--- config.mk ---
export PLATFORM = sky130hd
export DESIGN_NAME = multicycle_controller
export DESIGN_NICKNAME = d
export VERILOG_FILES = /design/src/rtl/mc_pkg.sv /design/src/rtl/alu_ctl_dec.sv /design/src/rtl/multicycle_controller.sv
export SDC_FILE = /design/constraint.sdc
export NUM_CORES = 1
export LEC_CHECK = 0
export ABC_AREA = 1
export BUFFER_PORTS_ARGS = -buffer_cell sky130_fd_sc_hd__buf_2
export CAP_MARGIN = 25
export CORE_MARGIN = 4
export CORE_UTILIZATION = 45
export DETAILED_ROUTE_END_ITERATION = 6
export GPL_ROUTABILITY_DRIVEN = 1
export PLACE_DENSITY = 0.69
export SETUP_SLACK_MARGIN = 0.1
export SLEW_MARGIN = 30
export SYNTH_ARGS = -nofsm -noshare
export SYNTH_HDL_FRONTEND = slang
export SYNTH_SLANG_ARGS = --single-unit
export TNS_END_PERCENT = 1
--- constraint.sdc ---
create_clock -name clk -period 3 [get_ports clk]
set_input_delay 0.45 -clock clk [delete_from_list [all_inputs] [get_ports clk]]
set_output_delay 0.45 -clock clk [all_outputs]
set_load 0.005 [all_outputs]
--- src/rtl/mc_pkg.sv ---
// Shared types and encodings for the multi-cycle MIPS controller.
package mc_pkg;

    // Controller states; IDLE is the reset state and encodes as zero.
    typedef enum logic [3:0] {
        S_IDLE,
        S_FETCH,
        S_DECODE,
        S_R_EX,
        S_R_WB,
        S_I_EX,
        S_I_WB,
        S_MEM_ADDR,
        S_MEM_RD,
        S_MEM_WB,
        S_MEM_WR,
        S_BRANCH,
        S_JUMP,
        S_JAL,
        S_JR
    } state_t;

    // Operation class handed to the ALU control decoder.
    typedef enum logic [2:0] {
        AOP_ADD,
        AOP_SUB,
        AOP_AND,
        AOP_OR,
        AOP_SLT,
        AOP_RFUNC
    } alu_op_t;

    // Opcode field values.
    localparam logic [5:0] OP_RTYPE = 6'b000000;
    localparam logic [5:0] OP_LW    = 6'b100011;
    localparam logic [5:0] OP_SW    = 6'b101011;
    localparam logic [5:0] OP_ADDI  = 6'b001000;
    localparam logic [5:0] OP_SLTI  = 6'b001010;
    localparam logic [5:0] OP_ANDI  = 6'b001100;
    localparam logic [5:0] OP_ORI   = 6'b001101;
    localparam logic [5:0] OP_BEQ   = 6'b000100;
    localparam logic [5:0] OP_BNE   = 6'b000101;
    localparam logic [5:0] OP_J     = 6'b000010;
    localparam logic [5:0] OP_JAL   = 6'b000011;

    // Funct field values for R-type instructions.
    localparam logic [5:0] FN_ADD = 6'b100000;
    localparam logic [5:0] FN_SUB = 6'b100010;
    localparam logic [5:0] FN_AND = 6'b100100;
    localparam logic [5:0] FN_OR  = 6'b100101;
    localparam logic [5:0] FN_SLT = 6'b101010;
    localparam logic [5:0] FN_JR  = 6'b001000;

    // ALU control encodings.
    localparam logic [2:0] ALU_ADD   = 3'b010;
    localparam logic [2:0] ALU_SUB   = 3'b110;
    localparam logic [2:0] ALU_AND   = 3'b000;
    localparam logic [2:0] ALU_OR    = 3'b001;
    localparam logic [2:0] ALU_SLT   = 3'b111;
    localparam logic [2:0] ALU_UNDEF = 3'b101;

    // Register-file destination select.
    localparam logic [1:0] RD_RT  = 2'b00;
    localparam logic [1:0] RD_RD  = 2'b01;
    localparam logic [1:0] RD_R31 = 2'b10;

    // Register-file write-data select.
    localparam logic [1:0] WD_ALUOUT = 2'b00;
    localparam logic [1:0] WD_MDR    = 2'b01;
    localparam logic [1:0] WD_PC     = 2'b10;

    // PC source select.
    localparam logic [1:0] PCS_ALU    = 2'b00;
    localparam logic [1:0] PCS_ALUOUT = 2'b01;
    localparam logic [1:0] PCS_JUMP   = 2'b10;
    localparam logic [1:0] PCS_REGA   = 2'b11;

    // ALU operand B select.
    localparam logic [1:0] SRCB_B    = 2'b00;
    localparam logic [1:0] SRCB_FOUR = 2'b01;
    localparam logic [1:0] SRCB_SIMM = 2'b10;
    localparam logic [1:0] SRCB_ZIMM = 2'b11;

endpackage

--- src/rtl/alu_ctl_dec.sv ---
// ALU control decoder: maps an operation class (and, for R-type, the funct
// field) onto the ALU control code. Purely combinational.
module alu_ctl_dec
    import mc_pkg::*;
#(
    parameter int FUNCW = 6
)(
    input  alu_op_t          alu_op,
    input  logic [FUNCW-1:0] func,
    output logic [2:0]       alu_ctl,
    output logic             illegal_func
);

    // Resolve the ALU code; an unknown funct yields the undefined code and a flag
    always_comb begin
        alu_ctl      = ALU_ADD;
        illegal_func = 1'b0;
        case (alu_op)
            AOP_ADD: alu_ctl = ALU_ADD;
            AOP_SUB: alu_ctl = ALU_SUB;
            AOP_AND: alu_ctl = ALU_AND;
            AOP_OR:  alu_ctl = ALU_OR;
            AOP_SLT: alu_ctl = ALU_SLT;
            AOP_RFUNC: begin
                if (func == FUNCW'(FN_ADD)) begin
                    alu_ctl = ALU_ADD;
                end else if (func == FUNCW'(FN_SUB)) begin
                    alu_ctl = ALU_SUB;
                end else if (func == FUNCW'(FN_AND)) begin
                    alu_ctl = ALU_AND;
                end else if (func == FUNCW'(FN_OR)) begin
                    alu_ctl = ALU_OR;
                end else if (func == FUNCW'(FN_SLT)) begin
                    alu_ctl = ALU_SLT;
                end else begin
                    alu_ctl      = ALU_UNDEF;
                    illegal_func = 1'b1;
                end
            end
            default: alu_ctl = ALU_ADD;
        endcase
    end

endmodule

--- src/rtl/multicycle_controller.sv ---
// Multi-cycle MIPS controller: Moore FSM sequencing fetch/decode/execute/
// memory/writeback over a shared memory port and ALU, with a ready
// handshake for variable-latency memory and a retired-instruction counter.
module multicycle_controller
    import mc_pkg::*;
#(
    parameter int OPW         = 6,
    parameter int FUNCW       = 6,
    parameter int ALUCTLW     = 3,
    parameter int MEM_WAIT_EN = 1,
    parameter int CNTW        = 32
)(
    input  logic               clk,
    input  logic               rst_n,
    input  logic [OPW-1:0]     opcode,
    input  logic [FUNCW-1:0]   func,
    input  logic               zero,
    input  logic               mem_ready,
    output logic               pc_we,
    output logic               i_or_d,
    output logic               mem_read,
    output logic               mem_write,
    output logic               ir_write,
    output logic               reg_write,
    output logic [1:0]         reg_dst,
    output logic [1:0]         wd_sel,
    output logic               alu_src_a,
    output logic [1:0]         alu_src_b,
    output logic [ALUCTLW-1:0] alu_ctl,
    output logic [1:0]         pc_src,
    output logic               illegal,
    output logic [CNTW-1:0]    retire_cnt
);

    state_t          state_reg;
    logic [CNTW-1:0] retire_cnt_reg;

    state_t          decode_next;
    logic            decode_legal;
    alu_op_t         alu_op;
    logic [2:0]      dec_alu_ctl;
    logic            dec_illegal_func;
    logic            retire;
    logic            mem_ok;

    // With waiting disabled, every access completes in the cycle it is issued
    assign mem_ok = (MEM_WAIT_EN != 0) ? mem_ready : 1'b1;

    logic is_rtype, is_lw, is_sw, is_addi, is_slti, is_andi, is_ori;
    logic is_beq, is_bne, is_j, is_jal, is_jr_fn;

    assign is_rtype = (opcode == OPW'(OP_RTYPE));
    assign is_lw    = (opcode == OPW'(OP_LW));
    assign is_sw    = (opcode == OPW'(OP_SW));
    assign is_addi  = (opcode == OPW'(OP_ADDI));
    assign is_slti  = (opcode == OPW'(OP_SLTI));
    assign is_andi  = (opcode == OPW'(OP_ANDI));
    assign is_ori   = (opcode == OPW'(OP_ORI));
    assign is_beq   = (opcode == OPW'(OP_BEQ));
    assign is_bne   = (opcode == OPW'(OP_BNE));
    assign is_j     = (opcode == OPW'(OP_J));
    assign is_jal   = (opcode == OPW'(OP_JAL));
    assign is_jr_fn = (func == FUNCW'(FN_JR));

    // Opcode dispatch out of DECODE; unknown opcodes fall back to FETCH
    always_comb begin
        decode_next  = S_FETCH;
        decode_legal = 1'b1;
        if (is_rtype) begin
            decode_next = is_jr_fn ? S_JR : S_R_EX;
        end else if (is_lw || is_sw) begin
            decode_next = S_MEM_ADDR;
        end else if (is_addi || is_slti || is_andi || is_ori) begin
            decode_next = S_I_EX;
        end else if (is_beq || is_bne) begin
            decode_next = S_BRANCH;
        end else if (is_j) begin
            decode_next = S_JUMP;
        end else if (is_jal) begin
            decode_next = S_JAL;
        end else begin
            decode_legal = 1'b0;
        end
    end

    // ALU operation class per state; kept apart from the output block so the
    // decoder's illegal flag does not feed back into its own input
    always_comb begin
        alu_op = AOP_ADD;
        case (state_reg)
            S_R_EX: alu_op = AOP_RFUNC;
            S_I_EX: begin
                if (is_slti) begin
                    alu_op = AOP_SLT;
                end else if (is_andi) begin
                    alu_op = AOP_AND;
                end else if (is_ori) begin
                    alu_op = AOP_OR;
                end else begin
                    alu_op = AOP_ADD;
                end
            end
            S_BRANCH: alu_op = AOP_SUB;
            default:  alu_op = AOP_ADD;
        endcase
    end

    alu_ctl_dec #(
        .FUNCW (FUNCW)
    ) u_alu_ctl_dec (
        .alu_op       (alu_op),
        .func         (func),
        .alu_ctl      (dec_alu_ctl),
        .illegal_func (dec_illegal_func)
    );

    assign alu_ctl = ALUCTLW'(dec_alu_ctl);

    // Moore-style control outputs; write enables during waits stay low
    always_comb begin
        pc_we     = 1'b0;
        i_or_d    = 1'b0;
        mem_read  = 1'b0;
        mem_write = 1'b0;
        ir_write  = 1'b0;
        reg_write = 1'b0;
        reg_dst   = RD_RT;
        wd_sel    = WD_ALUOUT;
        alu_src_a = 1'b0;
        alu_src_b = SRCB_B;
        pc_src    = PCS_ALU;
        illegal   = 1'b0;
        retire    = 1'b0;
        case (state_reg)
            S_FETCH: begin
                mem_read  = 1'b1;
                alu_src_b = SRCB_FOUR;
                if (mem_ok) begin
                    ir_write = 1'b1;
                    pc_we    = 1'b1;
                end
            end
            S_DECODE: begin
                alu_src_b = SRCB_SIMM;
                illegal   = ~decode_legal;
            end
            S_R_EX: begin
                alu_src_a = 1'b1;
                illegal   = dec_illegal_func;
            end
            S_R_WB: begin
                reg_write = 1'b1;
                reg_dst   = RD_RD;
                retire    = 1'b1;
            end
            S_I_EX: begin
                alu_src_a = 1'b1;
                alu_src_b = (is_andi || is_ori) ? SRCB_ZIMM : SRCB_SIMM;
            end
            S_I_WB: begin
                reg_write = 1'b1;
                retire    = 1'b1;
            end
            S_MEM_ADDR: begin
                alu_src_a = 1'b1;
                alu_src_b = SRCB_SIMM;
            end
            S_MEM_RD: begin
                mem_read = 1'b1;
                i_or_d   = 1'b1;
            end
            S_MEM_WB: begin
                reg_write = 1'b1;
                wd_sel    = WD_MDR;
                retire    = 1'b1;
            end
            S_MEM_WR: begin
                mem_write = 1'b1;
                i_or_d    = 1'b1;
                retire    = mem_ok;
            end
            S_BRANCH: begin
                alu_src_a = 1'b1;
                pc_src    = PCS_ALUOUT;
                pc_we     = is_beq ? zero : ~zero;
                retire    = 1'b1;
            end
            S_JUMP: begin
                pc_src = PCS_JUMP;
                pc_we  = 1'b1;
                retire = 1'b1;
            end
            S_JAL: begin
                pc_src    = PCS_JUMP;
                pc_we     = 1'b1;
                reg_write = 1'b1;
                reg_dst   = RD_R31;
                wd_sel    = WD_PC;
                retire    = 1'b1;
            end
            S_JR: begin
                pc_src = PCS_REGA;
                pc_we  = 1'b1;
                retire = 1'b1;
            end
            default: ;
        endcase
    end

    // State sequencing and retired-instruction counting
    always_ff @(posedge clk or negedge rst_n) begin
        if (!rst_n) begin
            state_reg      <= S_IDLE;
            retire_cnt_reg <= '0;
        end else begin
            if (retire) begin
                retire_cnt_reg <= retire_cnt_reg + CNTW'(1);
            end
            case (state_reg)
                S_IDLE:     state_reg <= S_FETCH;
                S_FETCH:    if (mem_ok) state_reg <= S_DECODE;
                S_DECODE:   state_reg <= decode_next;
                S_R_EX:     state_reg <= S_R_WB;
                S_I_EX:     state_reg <= S_I_WB;
                S_MEM_ADDR: state_reg <= is_lw ? S_MEM_RD : S_MEM_WR;
                S_MEM_RD:   if (mem_ok) state_reg <= S_MEM_WB;
                S_MEM_WR:   if (mem_ok) state_reg <= S_FETCH;
                S_R_WB, S_I_WB, S_MEM_WB, S_BRANCH, S_JUMP, S_JAL, S_JR:
                            state_reg <= S_FETCH;
                default:    state_reg <= S_IDLE;
            endcase
        end
    end

    assign retire_cnt = retire_cnt_reg;

endmodule

**Word level (Yosys, flattened, before mapping)**

Index checks and enable logic that the tools add are counted.

- Add/sub/neg operators: 1
- Equal/unequal tests: 38
- Muxes and demuxes: 50
- Bitwise logic cells: 2
- Reduce and logical (&&, ||, !) cells: 18

Operators with widths:

| kind | number |
|---|---|
| 6-bit == test (second input constant) | 7 |
| 4-bit 2-to-1 mux | 10 |
| 32-bit by 1-bit adder with 32-bit output (second input constant) | 1 |
| 4-bit one-hot mux with 8 select lines | 1 |
| 6-bit by 4-bit == test with 1-bit output (second input constant) | 5 |
| 4-bit == test (second input constant) | 7 |
| 1-bit 2-to-1 mux | 21 |
| 4-bit by 3-bit == test with 1-bit output (second input constant) | 4 |
| 3-bit 2-to-1 mux | 5 |
| 3-bit one-hot mux with 5 select lines | 1 |
| 6-bit by 2-bit == test with 1-bit output (second input constant) | 2 |
| 6-bit by 3-bit == test with 1-bit output (second input constant) | 2 |
| 2-bit one-hot mux with 3 select lines | 2 |
| 3-bit one-hot mux with 3 select lines | 1 |
| 4-bit by 2-bit == test with 1-bit output (second input constant) | 2 |
| 2-bit 2-to-1 mux | 4 |
| 2-bit one-hot mux with 2 select lines | 2 |
| 2-bit OR reduction | 4 |
| 4-bit OR reduction | 2 |
| 8-bit OR reduction | 1 |
| 7-bit OR reduction | 1 |
| 3-bit by 2-bit == test with 1-bit output (second input constant) | 2 |
| 3-bit == test (second input constant) | 2 |
| 6-bit logical NOT | 1 |
| other kinds (10) | 19 |

- Register bits: 36
- Bits of input ports: 16
- Output and inout bits: 51
- Word-level logic and storage cells: 111

**Longest topological paths before layout**

- Depth in word-level cells: 9
- Depth in mapped cells: 10
- Mapped depth without buffers: 10

**Cells and area by module**

From an unflattened synthesis, not the netlist that was laid out.

- Cells, all modules: 464
- Area, all modules: 2,834.0 µm²

By module, submodules not included:

| module | times used | cells each | area an instance (µm²) | sequential area each (µm²) |
|---|---|---|---|---|
| multicycle_controller | 1 | 432 | 2,677.6 | 900.9 |
| alu_ctl_dec | 1 | 32 | 156.4 | 0.0 |

**Worst setup path after synthesis**

No wires, ideal clock.

- Path type: input port to output port
- Start point: in opcode[5]
- End point: out alu_ctl[0]
- Data arrival time: 1.342 ns
- Data required time: 2.550 ns
- Setup slack: 1.208 ns
- Stages: 4
- Path buffers: 0
- Cell sequence: nor2_1 nand4_1 or2_2 o211ai_1

- Cells in the longest elaborated chain, start to end: 7
- Elaborated cells on any way between the ends: 13
- Classes of those cells: eq/ne: 8; mux: 5

Ends and longest elaborated chain:

| element | RTL line | RTL |
|---|---|---|
| start: declaration | multicycle_controller.sv:15 | `input logic [OPW-1:0] opcode,` |
| 6-bit by 4-bit == test with 1-bit output | multicycle_controller.sv:58 | `assign is_ori = (opcode == OPW'(OP_ORI));` |
| 2-bit 2-to-1 mux | multicycle_controller.sv:97 | `end else if (is_ori) begin` |
| 2-bit 2-to-1 mux | multicycle_controller.sv:95 | `end else if (is_andi) begin` |
| 3-bit 2-to-1 mux * | multicycle_controller.sv:93 | `if (is_slti) begin` |
| 3-bit one-hot mux with 3 select lines * | multicycle_controller.sv:90 | `case (state_reg)` |
| 3-bit == test, or another cell as far along | alu_ctl_dec.sv:18 | `case (alu_op)` |
| 3-bit one-hot mux with 5 select lines * | alu_ctl_dec.sv:18 |  |
| end: declaration | multicycle_controller.sv:29 | `output logic [ALUCTLW-1:0] alu_ctl,` |

Mark *: on every way between the ends. The rest lies on a longest branch, timed or not.

**Worst setup path in the final report**

- Start point: reg state_reg[0]
- End point: out alu_ctl[0]

- Cells in the longest elaborated chain, start to end: 4
- Elaborated cells on any way between the ends: 10
- Classes of those cells: eq/ne: 8; mux: 2

Ends and longest elaborated chain:

| element | RTL line | RTL |
|---|---|---|
| start: declaration | multicycle_controller.sv:35 | `state_t state_reg;` |
| start signal: assignment | multicycle_controller.sv:222 | `S_DECODE: state_reg <= decode_next;` |
| start signal: assignment | multicycle_controller.sv:225 | `S_MEM_ADDR: state_reg <= is_lw ? S_MEM_RD : S_MEM_WR;` |
| 4-bit == test, or another cell as far along | multicycle_controller.sv:90 |  |
| 3-bit one-hot mux with 3 select lines * | multicycle_controller.sv:90 |  |
| 3-bit == test, or another cell as far along | alu_ctl_dec.sv:18 |  |
| 3-bit one-hot mux with 5 select lines * | alu_ctl_dec.sv:18 |  |

Marked as above.

==> impl_metrics.env <==
export IMPL_cts_tree="yes"
export IMPL_clk_pin_slew_ns=0.08
export IMPL_p_sw_frac=0.4503
export IMPL_worstMarginPinSlew_ns=0.7994
export IMPL_crit_required_ns=2.55
export IMPL_syn_to_final_growth_pct=15.73
export IMPL_grt_overflow_total=0
export IMPL_clkPwrFrac=0.196
export IMPL_finalWirelength_um=7231
export IMPL_ir_worst_vdd_mv=0.3913
export IMPL_place_ws_ns=0.9058
export IMPL_dr_first_iter_drc_count=219
export IMPL_diodes=0
export IMPL_synth_area_top_cells="dfrtp_1, nand2_1, nor2_1, inv_1, nand3_1"
export IMPL_viasPerCell=4.992
export IMPL_pin_count=67
export IMPL_slew_headroom=0.4670
export IMPL_skew_ns=0.008422
export IMPL_clk_latency_ns=0.30
export IMPL_cp_endpoint="alu_ctl[0]"
export IMPL_coreArea_um2=5991
export IMPL_outcome="complete, no violations"
export IMPL_postCtsSetupBuffers=0
export IMPL_period_share=0.7736
export IMPL_rsz0062_at_grt="no"
export IMPL_ys_types=27
export IMPL_yosysSeqAreaShare=0.3199
export IMPL_powerDensity_nw_per_um2=547.0
export IMPL_nets=547
export IMPL_place_congestion=0.9229
export IMPL_fill_cells=607
export IMPL_synth_edff_count=0
export IMPL_cts_root_buf="clkbuf_8"
export IMPL_maxCapViolations=0
export IMPL_rows=28
export IMPL_cts_resized=0
export IMPL_fp_dieArea_um2=7588
export IMPL_r2r_start="state_reg[3]$_DFFE_PN0P_"
export IMPL_die_h_um=87.11
export IMPL_ys_warn_count=0
export IMPL_avgSynthCellArea_um2=6.070
export IMPL_final_cell_count_no_fill=606
export IMPL_max_freq_mhz=430.9
export IMPL_worstSetupPathType="reg -> out"
export IMPL_antenna_left=0
export IMPL_initial_core_util=0.4701
export IMPL_cp_end_kind="primary output"
export IMPL_clk_path_buf_depth=2
export IMPL_synthTopCellsByCount="nand2_1, nor2_1, inv_1"
export IMPL_p_leak_nw=1.696
export IMPL_netlist_top_cell_by_area="dfrtp_1"
export IMPL_die_width_um=87.11
export IMPL_postCtsHoldBufs=0
export IMPL_dp_cells=598
export IMPL_ff2ff_setup_slack_ns=1.18
export IMPL_r2r_end="retire_cnt[25]$_DFFE_PN0P_"
export IMPL_crit_path_max_fanout=9
export IMPL_synth_area_um2=2816
export IMPL_slew_viol_final=0
export IMPL_clock_sinks=36
export IMPL_portBuffers=66
export IMPL_ys_ff_latch=36
export IMPL_start_kind="flop"
export IMPL_antenna_found_initial=0
export IMPL_hold_path_class="in -> async"
export IMPL_grt_max_degree=37
export IMPL_vias=3025
export IMPL_post_route_min_period_ns=2.321
export IMPL_hold_viol=0
export IMPL_grt_pass1_wl_um=12150
export IMPL_layout_drive_gt1_share=0.1751
export IMPL_synth_cells=464
export IMPL_synth_nets=481
export IMPL_p_comb_frac=0.439
export IMPL_route_detailed_drc=0
export IMPL_p_seq_frac=0.365
export IMPL_async_flop_share=1.000
export IMPL_largest_register_ffs=32
export IMPL_holdWs_ns=0.2291
export IMPL_setup_viol=0
export IMPL_cts_buffers=5
export IMPL_tns_ns=0
export IMPL_yosysMostFrequentCell="nand2_1"
export IMPL_cp_startpoint="state_reg[0]$_DFFE_PN0P_"
export IMPL_final_util=0.5441
export IMPL_fin_ws_ns=0.6792
export IMPL_wire_per_inst_um=11.93
export IMPL_cp_arrival_ns=1.87
export IMPL_synth_ff_type="dfrtp_1"
export IMPL_dp_hpwl_um=5673
export IMPL_r2r_cells=7
export IMPL_grt_usage=0.1978
export IMPL_first_pass_iters=5
export IMPL_synth_top_area_share=0.3199
export IMPL_grt_pass1_vias=2697
export IMPL_intPower_mw=0.9801
export IMPL_htree_levels=2
export IMPL_p_switching_mw=0.8030
[critical path, cell delays in order, from the launching register on]
cell,delay (ns)
dfrtp_1,0.51
inv_1,0.13
nor2_2,0.16
nand3_1,0.13
or2_2,0.36
o211ai_1,0.15
buf_2,0.13
[kinds of logic after synthesis]
kind of cell / synth area share
simple gates: 0.4922
compound gates: 0.02932
xor+xnor: 0.05242
fa+ha+maj: 0.004442
flops: 0.3199
buf+inv: 0.1017
[stage by stage]
step / power (mW) / instance area, um^2
6_report: 1.783 / 3259
5_1_grt: 1.943 / 3259
4_1_cts: 1.800 / 3259
3_5_place_dp: 1.448 / 3172
3_3_place_gp: 1.436 / 3172
2_1_floorplan: 1.263 / 2816
[area by class of cell]
cell class                 instances  area [um^2]  share of cell area
clock buffer                       5        68.82             0.02111
clock inverter                     3        18.77            0.005758
multi-input combinational        363         1629              0.4998
inverter                          58        217.7             0.06679
tap                               75        93.84             0.02879
sequential                        36        900.9              0.2764
timing repair buffer              66        330.3              0.1013
[worst min-delay path by stage]
stage | end | startpoint | slack (ns)
final | retire_cnt[9]$_DFFE_PN0P_ | rst_n | 0.23
after floorplan | retire_cnt[0]$_DFFE_PN0P_ | rst_n | 0.15
after detailed placement | retire_cnt[5]$_DFFE_PN0P_ | retire_cnt[5]$_DFFE_PN0P_ | 0.51
after CTS | retire_cnt[9]$_DFFE_PN0P_ | rst_n | 0.27
after global routing | retire_cnt[9]$_DFFE_PN0P_ | rst_n | 0.30
after global placement | retire_cnt[5]$_DFFE_PN0P_ | retire_cnt[5]$_DFFE_PN0P_ | 0.50
[placed cells by master, fill, tap and decap left out, drive strengths merged, types with 6 or more instances in the layout]
| master | netlist | routed |
|---|---|---|
| buf | 7 | 66 |
| dfrtp | 36 | 36 |
| inv | 58 | 58 |
| nand2 | 189 | 189 |
| nand3 | 38 | 38 |
| nand4 | 12 | 12 |
| nor2 | 87 | 87 |
| o21ai | 7 | 7 |
| xnor2 | 10 | 10 |
| xor2 | 6 | 6 |
[metal layers]
layer / global-route usage / up-vias / wire, um / part of all wire
met3: 0.03122 / 16 / 396 / 0.055
met2: 0.2981 / 90 / 3094 / 0.43
met1: 0.2888 / 1359 / 3592 / 0.50
met4: 0.06416 / 0 / 148 / 0.020
met5: 0 / - / 0 / 0
li1: - / 1560 / - / -
[power groups by stage]
stage	Sequential [mW]	Combinational, mW	Clock (mW)
finish	0.651	0.782	0.350
CTS	0.650	0.793	0.358
global placement	0.656	0.780	0
detailed placement	0.659	0.789	0
floorplan	0.616	0.647	0
global route	0.665	0.897	0.381
Power figures use the tool's default switching activity.
